[config.mk]
export PLATFORM = sky130hd
export DESIGN_NAME = issue_sched
export DESIGN_NICKNAME = d
export VERILOG_FILES = /design/src/rtl/issue_sched_pkg.sv /design/src/rtl/issue_raster_cnt.sv /design/src/rtl/issue_sched.sv
export SDC_FILE = /design/constraint.sdc
export NUM_CORES = 1
export LEC_CHECK = 0
export CORE_MARGIN = 4
export CORE_UTILIZATION = 57
export DETAILED_ROUTE_END_ITERATION = 16
export DONT_BUFFER_PORTS = 1
export HOLD_SLACK_MARGIN = 0.06
export PLACE_DENSITY_LB_ADDON = 0.25
export SETUP_SLACK_MARGIN = 0.15
export SLEW_MARGIN = 20
export SYNTH_ARGS = -nofsm -noshare
export SYNTH_HDL_FRONTEND = slang
export SYNTH_HIERARCHICAL = 1
export SYNTH_SLANG_ARGS = --single-unit
[constraint.sdc]
create_clock -name clk -period 5 [get_ports clk]
set_input_delay 0.75 -clock clk [delete_from_list [all_inputs] [get_ports clk]]
set_output_delay 0.75 -clock clk [all_outputs]
set_load 0.01 [all_outputs]
[src/rtl/issue_sched_pkg.sv]
// Shared definitions for the issue scheduler: FSM encoding, padding modes
// and default datapath widths.
package issue_sched_pkg;

  localparam int COORD_W_DEF = 8;
  localparam int DEPTH_W_DEF = 9;

  localparam logic PAD_VALID = 1'b0;
  localparam logic PAD_SAME  = 1'b1;

  typedef enum logic [1:0] {
    ST_IDLE   = 2'd0,
    ST_ASSIGN = 2'd1,
    ST_STREAM = 2'd2,
    ST_FINISH = 2'd3
  } sched_state_t;

endpackage

[src/rtl/issue_raster_cnt.sv]
// Three-level (z outer, y middle, x inner) raster counter. Bounds are latched
// on load so the caller may change them while the count runs; y wraps back to
// its latched start value rather than zero.
module issue_raster_cnt #(
  parameter int XW = 8,
  parameter int YW = 8,
  parameter int ZW = 9
) (
  input  logic          clk,
  input  logic          rst,
  input  logic          load,
  input  logic          en,
  input  logic [YW-1:0] y_first,
  input  logic [YW-1:0] y_last,
  input  logic [XW-1:0] x_last,
  input  logic [ZW-1:0] z_last,
  output logic [XW-1:0] x,
  output logic [YW-1:0] y,
  output logic [ZW-1:0] z,
  output logic          last
);

  logic [YW-1:0] y_first_r;
  logic [YW-1:0] y_last_r;
  logic [XW-1:0] x_last_r;
  logic [ZW-1:0] z_last_r;

  // Load start position and bounds, or step x then y then z.
  always_ff @(posedge clk) begin
    if (rst) begin
      x         <= '0;
      y         <= '0;
      z         <= '0;
      y_first_r <= '0;
      y_last_r  <= '0;
      x_last_r  <= '0;
      z_last_r  <= '0;
    end else if (load) begin
      x         <= '0;
      y         <= y_first;
      z         <= '0;
      y_first_r <= y_first;
      y_last_r  <= y_last;
      x_last_r  <= x_last;
      z_last_r  <= z_last;
    end else if (en) begin
      if (x == x_last_r) begin
        x <= '0;
        if (y == y_last_r) begin
          y <= y_first_r;
          z <= z + 1'b1;
        end else begin
          y <= y + 1'b1;
        end
      end else begin
        x <= x + 1'b1;
      end
    end
  end

  assign last = (x == x_last_r) && (y == y_last_r) && (z == z_last_r);

endmodule

[src/rtl/issue_sched.sv]
// Convolution issue scheduler: hands output-position centres to free
// allocators in batches, then streams every pixel of the rows that batch
// touches, for every plane, to the downstream consumer.
// Handshake: a beat transfers on a cycle where issue_en and issue_ready are
// both 1; issue_en never drops and issue_x/y/z never change until then.
module issue_sched
  import issue_sched_pkg::*;
#(
  parameter int NUM_ALLOC = 28,
  parameter int COORD_W   = COORD_W_DEF,
  parameter int DEPTH_W   = DEPTH_W_DEF
) (
  input  logic                 clk,
  input  logic                 rst,
  input  logic                 start,
  input  logic [COORD_W-1:0]   image_dim,
  input  logic [DEPTH_W-1:0]   image_depth,
  input  logic [1:0]           filter_halfsize,
  input  logic [2:0]           filter_stride,
  input  logic                 pad_mode,
  input  logic [NUM_ALLOC-1:0] issue_block,
  input  logic                 issue_ready,
  output logic [COORD_W-1:0]   positioner_x,
  output logic [COORD_W-1:0]   positioner_y,
  output logic [NUM_ALLOC-1:0] positioner_select,
  output logic [COORD_W-1:0]   issue_x,
  output logic [COORD_W-1:0]   issue_y,
  output logic [DEPTH_W-1:0]   issue_z,
  output logic                 issue_en,
  output logic                 busy,
  output logic                 done,
  output sched_state_t         dbg_state
);

  // One spare bit so h-subtraction and s-addition cannot wrap.
  localparam int W1  = COORD_W + 1;
  localparam int A_W = (NUM_ALLOC > 1) ? $clog2(NUM_ALLOC) : 1;
  localparam logic [A_W-1:0] A_LAST = A_W'(NUM_ALLOC - 1);

  sched_state_t state, state_nxt;

  // Values captured at start.
  logic [COORD_W-1:0] dim_r;
  logic [DEPTH_W-1:0] depth_last_r;
  logic [W1-1:0]      h_r, s_r, rs_r, re_r;

  // Position walker and batch bookkeeping.
  logic [W1-1:0]  pos_x, pos_y, first_y, last_y;
  logic           pos_more;
  logic [A_W-1:0] a;

  // Start-time decode of the raw inputs.
  logic [W1-1:0]      dim_w, h_in, s_in, rs_in, re_in;
  logic               empty_in;
  logic [DEPTH_W-1:0] depth_last_in;

  assign dim_w    = W1'(image_dim);
  assign h_in     = W1'(filter_halfsize);
  assign s_in     = (filter_stride == 3'd0) ? W1'(1) : W1'(filter_stride);
  assign rs_in    = (pad_mode == PAD_SAME) ? '0 : h_in;
  assign re_in    = (pad_mode == PAD_SAME) ? dim_w - W1'(1) : dim_w - W1'(1) - h_in;
  assign empty_in = (image_dim == '0) ||
                    ((pad_mode == PAD_VALID) && (dim_w < W1'({filter_halfsize, 1'b1})));
  assign depth_last_in = (image_depth == '0) ? '0 : image_depth - 1'b1;

  // Next position in raster order and whether the current one is the last.
  logic [W1-1:0] nx, ny;
  logic          wrap, pos_last;

  assign nx       = pos_x + s_r;
  assign ny       = pos_y + s_r;
  assign wrap     = nx > re_r;
  assign pos_last = wrap && (ny > re_r);

  // Row window of the current batch, clipped to the image.
  logic [W1-1:0]      row_hi_w, dim_last_w;
  logic [COORD_W-1:0] row_lo, row_hi;

  assign dim_last_w = W1'(dim_r) - W1'(1);
  assign row_hi_w   = last_y + h_r;
  assign row_lo     = (first_y >= h_r) ? COORD_W'(first_y - h_r) : '0;
  assign row_hi     = (row_hi_w > dim_last_w) ? COORD_W'(dim_last_w) : COORD_W'(row_hi_w);

  // Raster counter feeding the issue outputs.
  logic cnt_load, cnt_en, cnt_last;

  assign cnt_load = (state == ST_STREAM) && !issue_en;
  assign cnt_en   = (state == ST_STREAM) && issue_en && issue_ready && !cnt_last;

  issue_raster_cnt #(
    .XW (COORD_W),
    .YW (COORD_W),
    .ZW (DEPTH_W)
  ) u_cnt (
    .clk     (clk),
    .rst     (rst),
    .load    (cnt_load),
    .en      (cnt_en),
    .y_first (row_lo),
    .y_last  (row_hi),
    .x_last  (dim_last_w[COORD_W-1:0]),
    .z_last  (depth_last_r),
    .x       (issue_x),
    .y       (issue_y),
    .z       (issue_z),
    .last    (cnt_last)
  );

  logic grant;

  // State register.
  always_ff @(posedge clk) begin
    if (rst) state <= ST_IDLE;
    else     state <= state_nxt;
  end

  // Next-state decode and allocator grant.
  always_comb begin
    state_nxt = state;
    grant     = 1'b0;
    case (state)
      ST_IDLE: begin
        if (start) state_nxt = empty_in ? ST_FINISH : ST_ASSIGN;
      end
      ST_ASSIGN: begin
        grant = !issue_block[a];
        if (grant && ((a == A_LAST) || pos_last)) state_nxt = ST_STREAM;
      end
      ST_STREAM: begin
        if (issue_en && issue_ready && cnt_last)
          state_nxt = pos_more ? ST_ASSIGN : ST_FINISH;
      end
      ST_FINISH: state_nxt = ST_IDLE;
      default:   state_nxt = ST_IDLE;
    endcase
  end

  // Datapath: capture config, walk positions, register all outputs.
  always_ff @(posedge clk) begin
    if (rst) begin
      dim_r             <= '0;
      depth_last_r      <= '0;
      h_r               <= '0;
      s_r               <= '0;
      rs_r              <= '0;
      re_r              <= '0;
      pos_x             <= '0;
      pos_y             <= '0;
      first_y           <= '0;
      last_y            <= '0;
      pos_more          <= 1'b0;
      a                 <= '0;
      positioner_x      <= '0;
      positioner_y      <= '0;
      positioner_select <= '0;
      issue_en          <= 1'b0;
      busy              <= 1'b0;
      done              <= 1'b0;
    end else begin
      positioner_select <= grant ? (NUM_ALLOC'(1) << a) : '0;
      done              <= (state_nxt == ST_FINISH);
      busy              <= (state_nxt == ST_ASSIGN) || (state_nxt == ST_STREAM);
      case (state)
        ST_IDLE: begin
          if (start && !empty_in) begin
            dim_r        <= image_dim;
            depth_last_r <= depth_last_in;
            h_r          <= h_in;
            s_r          <= s_in;
            rs_r         <= rs_in;
            re_r         <= re_in;
            pos_x        <= rs_in;
            pos_y        <= rs_in;
            pos_more     <= 1'b1;
            a            <= '0;
          end
        end
        ST_ASSIGN: begin
          if (grant) begin
            positioner_x <= pos_x[COORD_W-1:0];
            positioner_y <= pos_y[COORD_W-1:0];
            if (a == '0) first_y <= pos_y;
            last_y <= pos_y;
            a      <= ((a == A_LAST) || pos_last) ? '0 : a + 1'b1;
            if (pos_last) begin
              pos_more <= 1'b0;
            end else if (wrap) begin
              pos_x <= rs_r;
              pos_y <= ny;
            end else begin
              pos_x <= nx;
            end
          end
        end
        ST_STREAM: begin
          if (!issue_en)                     issue_en <= 1'b1;
          else if (issue_ready && cnt_last)  issue_en <= 1'b0;
        end
        default: ;
      endcase
    end
  end

  assign dbg_state = state;

endmodule

# --- Word level (Yosys, flattened, before mapping) ---
# Cells that the tools add are included.
word_totals:
  register_bits: 195
  latch_bits: 0
  mem_bits_rw: 0
  romBits: 0
  input_bits: 55
  elab_cells: 140
  mem_count: 0
op_classes:
  n_addsub: 12
  mul: 0
  n_div: 0
  order_cmp: 6
  eq_ne: 15
  shifts: 1
  muxes: 39
  n_bitwise: 2
  reduce_logical: 39
ops:
  columns: ["operator", "count"]
  rows:
  - ["9-bit 2-to-1 mux", 9]
  - ["8-bit 2-to-1 mux", 7]
  - ["9-bit one-hot mux with 2 select lines", 2]
  - ["1-bit by 5-bit left shift with 28-bit output (first input constant)", 1]
  - ["9-bit > comparator", 3]
  - ["9-bit adder", 2]
  - ["8-bit by 1-bit subtractor with 9-bit output (second input constant)", 2]
  - ["8-bit by 1-bit adder with 8-bit output (second input constant)", 2]
  - ["8-bit == test", 2]
  - ["5-bit 2-to-1 mux", 3]
  - ["1-bit logical AND", 13]
  - ["2-bit 2-to-1 mux", 6]
  - ["2-bit inequality test (second input constant)", 5]
  - ["5-bit one-hot mux with 2 select lines", 1]
  - ["9-bit by 1-bit adder with 9-bit output (second input constant)", 1]
  - ["9-bit by 2-bit adder with 9-bit output", 1]
  - ["9-bit == test", 1]
  - ["9-bit by 2-bit greater-or-equal comparator with 1-bit output", 1]
  - ["9-bit zero test", 1]
  - ["3-bit AND reduction", 3]
  - ["9-bit by 1-bit subtractor with 9-bit output (second input constant)", 1]
  - ["9-bit by 2-bit subtractor with 9-bit output", 1]
  - ["2-bit == test (second input constant)", 4]
  - ["8-bit zero test", 1]
  - ["other kinds (22)", 41]

# --- Depth between registers and ports, before layout ---
logic_depth:
  ltp_word: 9
  depth_mapped: 19

# --- Hierarchy ---
# The synthesis kept the hierarchy.
modules_own_cells:
  columns: ["module", "n_inst", "cells_each", "area_per_inst_um2"]
  rows:
  - ["issue_sched", 1, 812, 6701.4]
  - ["issue_raster_cnt", 1, 306, 2826.5]

# --- Worst setup path before layout ---
# OpenSTA, ideal clock, no wires.
synth_path:
  path_kind: "register -> register"
  start: "register s_r[0]"
  end: "register busy"
  t_arrival_ps: 3725
  slack_ps: 1147
  path_stages_with_launch: 20
  period_less_slack_ps: 3853
  path_cell_list: "dfxtp_1 ha_1 inv_1 fa_1 nor2b_1 o21ai_0 inv_1 nand3_1 or2_2 xnor2_1 ha_1 nand3_1 o21bai_1 a21o_1 nor2_1 a21boi_0 o21ai_0 nand2_1 ha_1 nor2b_1"
synth_via:
  elab_chain_cells: 9
synth_lines:
  columns: ["element", "line_no", "source"]
  rows:
  - ["start, declared", "issue_sched.sv:45", "logic [W1-1:0] h_r, s_r, rs_r, re_r;"]
  - ["start signal, assigned", "issue_sched.sv:169", "s_r <= s_in;"]
  - ["9-bit adder (on tied branches)", "issue_sched.sv:70, issue_sched.sv:71", null]
  - ["9-bit > comparator (on tied branches)", "issue_sched.sv:72, issue_sched.sv:73", null]
  - ["1-bit logical AND *", "issue_sched.sv:73", "assign pos_last = wrap && (ny > re_r);"]
  - ["1-bit logical OR *", "issue_sched.sv:127", "if (grant && ((a == A_LAST) || pos_last)) state_nxt = ST_STREAM;"]
  - ["1-bit logical AND *", "issue_sched.sv:127", null]
  - ["2-bit 2-to-1 mux *", "issue_sched.sv:127", null]
  - ["2-bit one-hot mux with 4 select lines *", "issue_sched.sv:121", "case (state)"]
  - ["net state_nxt[0]", "issue_sched.sv:40", "sched_state_t state, state_nxt;"]
  - ["2-bit by 1-bit == test with 1-bit output / 2-bit == test (equally long branches)", "issue_sched.sv:162", "busy <= (state_nxt == ST_ASSIGN) || (state_nxt == ST_STREAM);"]
  - ["1-bit logical OR *", "issue_sched.sv:162", null]
  - ["end signal, assigned", "issue_sched.sv:162", null]
  - ["end, declared", "issue_sched.sv:30", "output logic busy,"]
# Mark *: on every way through the listed nets, which the timed path passes. The rest lies on a longest branch.
# A chain may end at the register's enable or synchronous reset.

# --- Final worst setup path ---
layout_path:
  start: "register pos_y[0]"
  end: "register busy"
layout_via:
  elab_chain_cells: 9
layout_lines:
  columns: ["element", "line_no", "source"]
  rows:
  - ["start, declared", "issue_sched.sv:48", "logic [W1-1:0] pos_x, pos_y, first_y, last_y;"]
  - ["start signal, assigned", "issue_sched.sv:173", "pos_y <= rs_in;"]
  - ["start signal, assigned", "issue_sched.sv:189", "pos_y <= ny;"]
  - ["9-bit adder *", "issue_sched.sv:71", "assign ny = pos_y + s_r;"]
  - ["9-bit > comparator *", "issue_sched.sv:73", null]
  - ["1-bit logical AND *", "issue_sched.sv:73", null]
  - ["1-bit logical OR *", "issue_sched.sv:127", null]
  - ["1-bit logical AND *", "issue_sched.sv:127", null]
  - ["2-bit 2-to-1 mux *", "issue_sched.sv:127", null]
  - ["2-bit one-hot mux with 4 select lines *", "issue_sched.sv:121", null]
  - ["net state_nxt[0]", "issue_sched.sv:40", null]
  - ["2-bit by 1-bit == test with 1-bit output / 2-bit == test (equally long branches)", "issue_sched.sv:162", null]
  - ["1-bit logical OR *", "issue_sched.sv:162", null]
# Marked as above.

==> results.sh <==
export IMPL_fin_ws_ns=0.985
export IMPL_clk_path_buf_depth=2
export IMPL_htreeDepth=4
export IMPL_drt_iter0_drc=433
export IMPL_mostFrequentLayoutCells="dfxtp_1, nor2_1, nand2_1"
export IMPL_finClkSkew_ns=0.00988
export IMPL_ant_nets=0
export IMPL_syn2layout_area_growth_pct=6.00
export IMPL_grt_start_max_net_pins=126
export IMPL_fillCellCount=1517
export IMPL_power_density_nw_per_um2=310
export IMPL_intPower_w=0.00226
export IMPL_synthAdderAreaFrac=0.0814
export IMPL_portBuffers=0
export IMPL_fmax_mhz=249
export IMPL_synth_xor_area_share=0.0808
export IMPL_setup_violations_final=0
export IMPL_netlist_area_um2=9530
export IMPL_final_min_clock_period_ns=4.02
export IMPL_synth_compound_area_frac=0.123
export IMPL_grt_overflow_total=0
export IMPL_hold_start="rst"
export IMPL_slew_headroom=0.422
export IMPL_postSynthAreaPerCell_um2=8.52
export IMPL_arrival_ns=4.34
export IMPL_die_h_um=137
export IMPL_syn_inst=1118
export IMPL_ctsHoldBuffers=0
export IMPL_synthesis_nets=1232
export IMPL_fp_coreArea_um2=16500
export IMPL_critPathLaunch="pos_y[0]"
export IMPL_io_pins=129
export IMPL_n_antenna_cell=0
export IMPL_async_flop_share=0
export IMPL_cp_end_kind="register"
export IMPL_timing_setup_tns_ns=0
export IMPL_synth_top_family_by_area="simple AND/OR/NAND/NOR gates"
export IMPL_p_switching_w=0.000866
export IMPL_drive_gt1_frac=0.0706
export IMPL_startpoint_type="register"
export IMPL_clkPwrFrac=0.391
export IMPL_ys_seq_area_frac=0.366
export IMPL_combPwrFrac=0.143
export IMPL_synth_simple_area_share=0.208
export IMPL_critPathMaxFanout=5
export IMPL_timing_final_crit_share=0.803
export IMPL_status="completed"
export IMPL_post_cts_buffers=0
export IMPL_antenna_found_initial=0
export IMPL_yosys_warnings=6
export IMPL_viasPerCell=5.73
export IMPL_rsz0062_at_grt="false"
export IMPL_drc=0
export IMPL_start_util=0.579
export IMPL_p_seq_frac=0.466
export IMPL_core_rowCount=47
export IMPL_wl_um=22300
export IMPL_routabilityCongestion=0.894
export IMPL_synth_flop_cell="dfxtp_1"
export IMPL_crit_type="register to register"
export IMPL_drtPass1Iterations=5
export IMPL_cts_root_buf="clkbuf_16"
export IMPL_worstHoldPathType="input pin to register"
export IMPL_cp_required_ns=5.32
export IMPL_grt_pass1_wl_um=36300
export IMPL_clk_latency_ns=0.42
export IMPL_dpl_hpwl_um=16300
export IMPL_finalPower_w=0.00313
export IMPL_ctsResizeCount=0
export IMPL_numCtsBuffers=17
export IMPL_hold_ws_ns=0.390
export IMPL_swShare=0.277
export IMPL_synth_mux_area_frac=0.0821
export IMPL_p_leak_nw=4.09
export IMPL_drv_slew=0
export IMPL_ir_worst_vdd_uv=239
export IMPL_via_count=7515
export IMPL_die_area_um2=18800
export IMPL_synth_seq_cells=174
export IMPL_final_common_cell="dfxtp_1"
export IMPL_die_width_um=137
export IMPL_maxCapViolCount=0
export IMPL_synth_edf_count=0
export IMPL_wire_per_inst_um=17.0
export IMPL_grt_pass1_vias=7277
export IMPL_cts_clk_slew_worst_paths_ns=0.07
export IMPL_fin_nets=1193
export IMPL_finalHoldViolations=0
export IMPL_rr_startpoint="pos_y[0]"
export IMPL_clkSinkCount=174
export IMPL_synth_distinct_cells=75
export IMPL_track_usage=0.242
export IMPL_place_ws_ns=0.979
export IMPL_tritoncts="yes"
export IMPL_worst_pin_slew_ns=0.863
-- worst paths after layout --
check | slack, ns | cells after the start | to
setup / recovery | 0.98 | 16 | busy
hold / removal | 0.39 | 1 | positioner_x[4]
hold reg to reg | 0.45 | 2 | re_r[7]
setup reg to reg | 0.98 | 16 | busy
-- cell type report --
class | count | area, um2 | area share
Multi-Input combinational cell | 818 | 5510 | 0.545
Sequential cell | 174 | 3480 | 0.345
Clock buffer | 20 | 457 | 0.0452
Tap cell | 220 | 275 | 0.0273
Inverter | 58 | 218 | 0.0216
Clock inverter | 11 | 83.8 | 0.00830
Timing Repair Buffer | 10 | 75.1 | 0.00743
-- layer usage --
metal / global-route usage / vias up / routed length (um)
met2: 0.414 / 201 / 11000
met4: 0.0831 / 0 / 482
met1: 0.295 / 3519 / 9680
met5: 0 / - / 0
met3: 0.0625 / 28 / 1170
li1: - / 3767 / -
-- per-stage QoR --
stage               std cells   util  area (um2)
finish                   1311  0.613       10100
global route             1311  0.613       10100
CTS                      1311  0.613       10100
detailed placement       1280  0.580        9550
global placement         1280  0.580        9550
floorplan                1118      -        9530
-- logic make-up (layout without fill, tap and decap cells) --
logic type,count (synthesis),after routing
XOR/XNOR,87,87
multiplexers,74,74
adder cells (fa/ha/maj),59,59
AO/OA/AOI/OAI,176,176
buffers and inverters,126,99
AND/OR/NAND/NOR,422,422
flip-flops,174,174
-- synth_stat cells (17+ instances only) --
cell type | instances | area, um2
dfxtp_1 | 174 | 3480
nor2_1 | 161 | 604
nand2_1 | 118 | 443
a21oi_1 | 70 | 350
mux2i_1 | 59 | 591
inv_1 | 58 | 218
ha_1 | 54 | 676
xnor2_1 | 50 | 438
clkbuf_1 | 40 | 150
xor2_1 | 36 | 315
nand3_1 | 35 | 175
nor3_1 | 27 | 135
o21ai_0 | 17 | 85.1
-- flip-flops by register name (all words and copies together) (netlist names), 2 cells and up --
register	count
a	5
dbg_state	2
depth_last_r	9
dim_r	8
first_y	9
h_r	2
last_y	2
pos_x	9
pos_y	9
positioner_select	28
positioner_x	8
positioner_y	7
re_r	9
rs_r	2
s_r	3
u_cnt/x	8
u_cnt/x_last_r	8
u_cnt/y	8
u_cnt/y_first_r	8
u_cnt/y_last_r	8
u_cnt/z	9
u_cnt/z_last_r	9
-- worst max-delay path: stages (launching register included) --
cell	delay, ns
dfxtp_1	0.40
ha_1	0.20
inv_1	0.05
fa_1	0.39
nor2b_1	0.18
o2111ai_1	0.21
nor2_1	0.18
xor2_1	0.11
ha_1	0.33
a211oi_1	0.08
o211a_1	0.14
a211oi_1	0.56
a21boi_0	0.25
o21ai_0	0.32
nand2_1	0.10
ha_1	0.29
nor2b_1	0.12
-- power groups by stage --
| stage | combinational [W] | sequential [W] | clock [W] |
|---|---|---|---|
| 5_1_grt | 0.000503 | 0.00146 | 0.00131 |
| 4_1_cts | 0.000446 | 0.00146 | 0.00124 |
| 3_3_place_gp | 0.000433 | 0.00149 | 0 |
| 6_report | 0.000447 | 0.00146 | 0.00122 |
| 3_5_place_dp | 0.000444 | 0.00149 | 0 |
| 2_1_floorplan | 0.000367 | 0.00147 | 0 |
(Power assumes the default switching activity.)
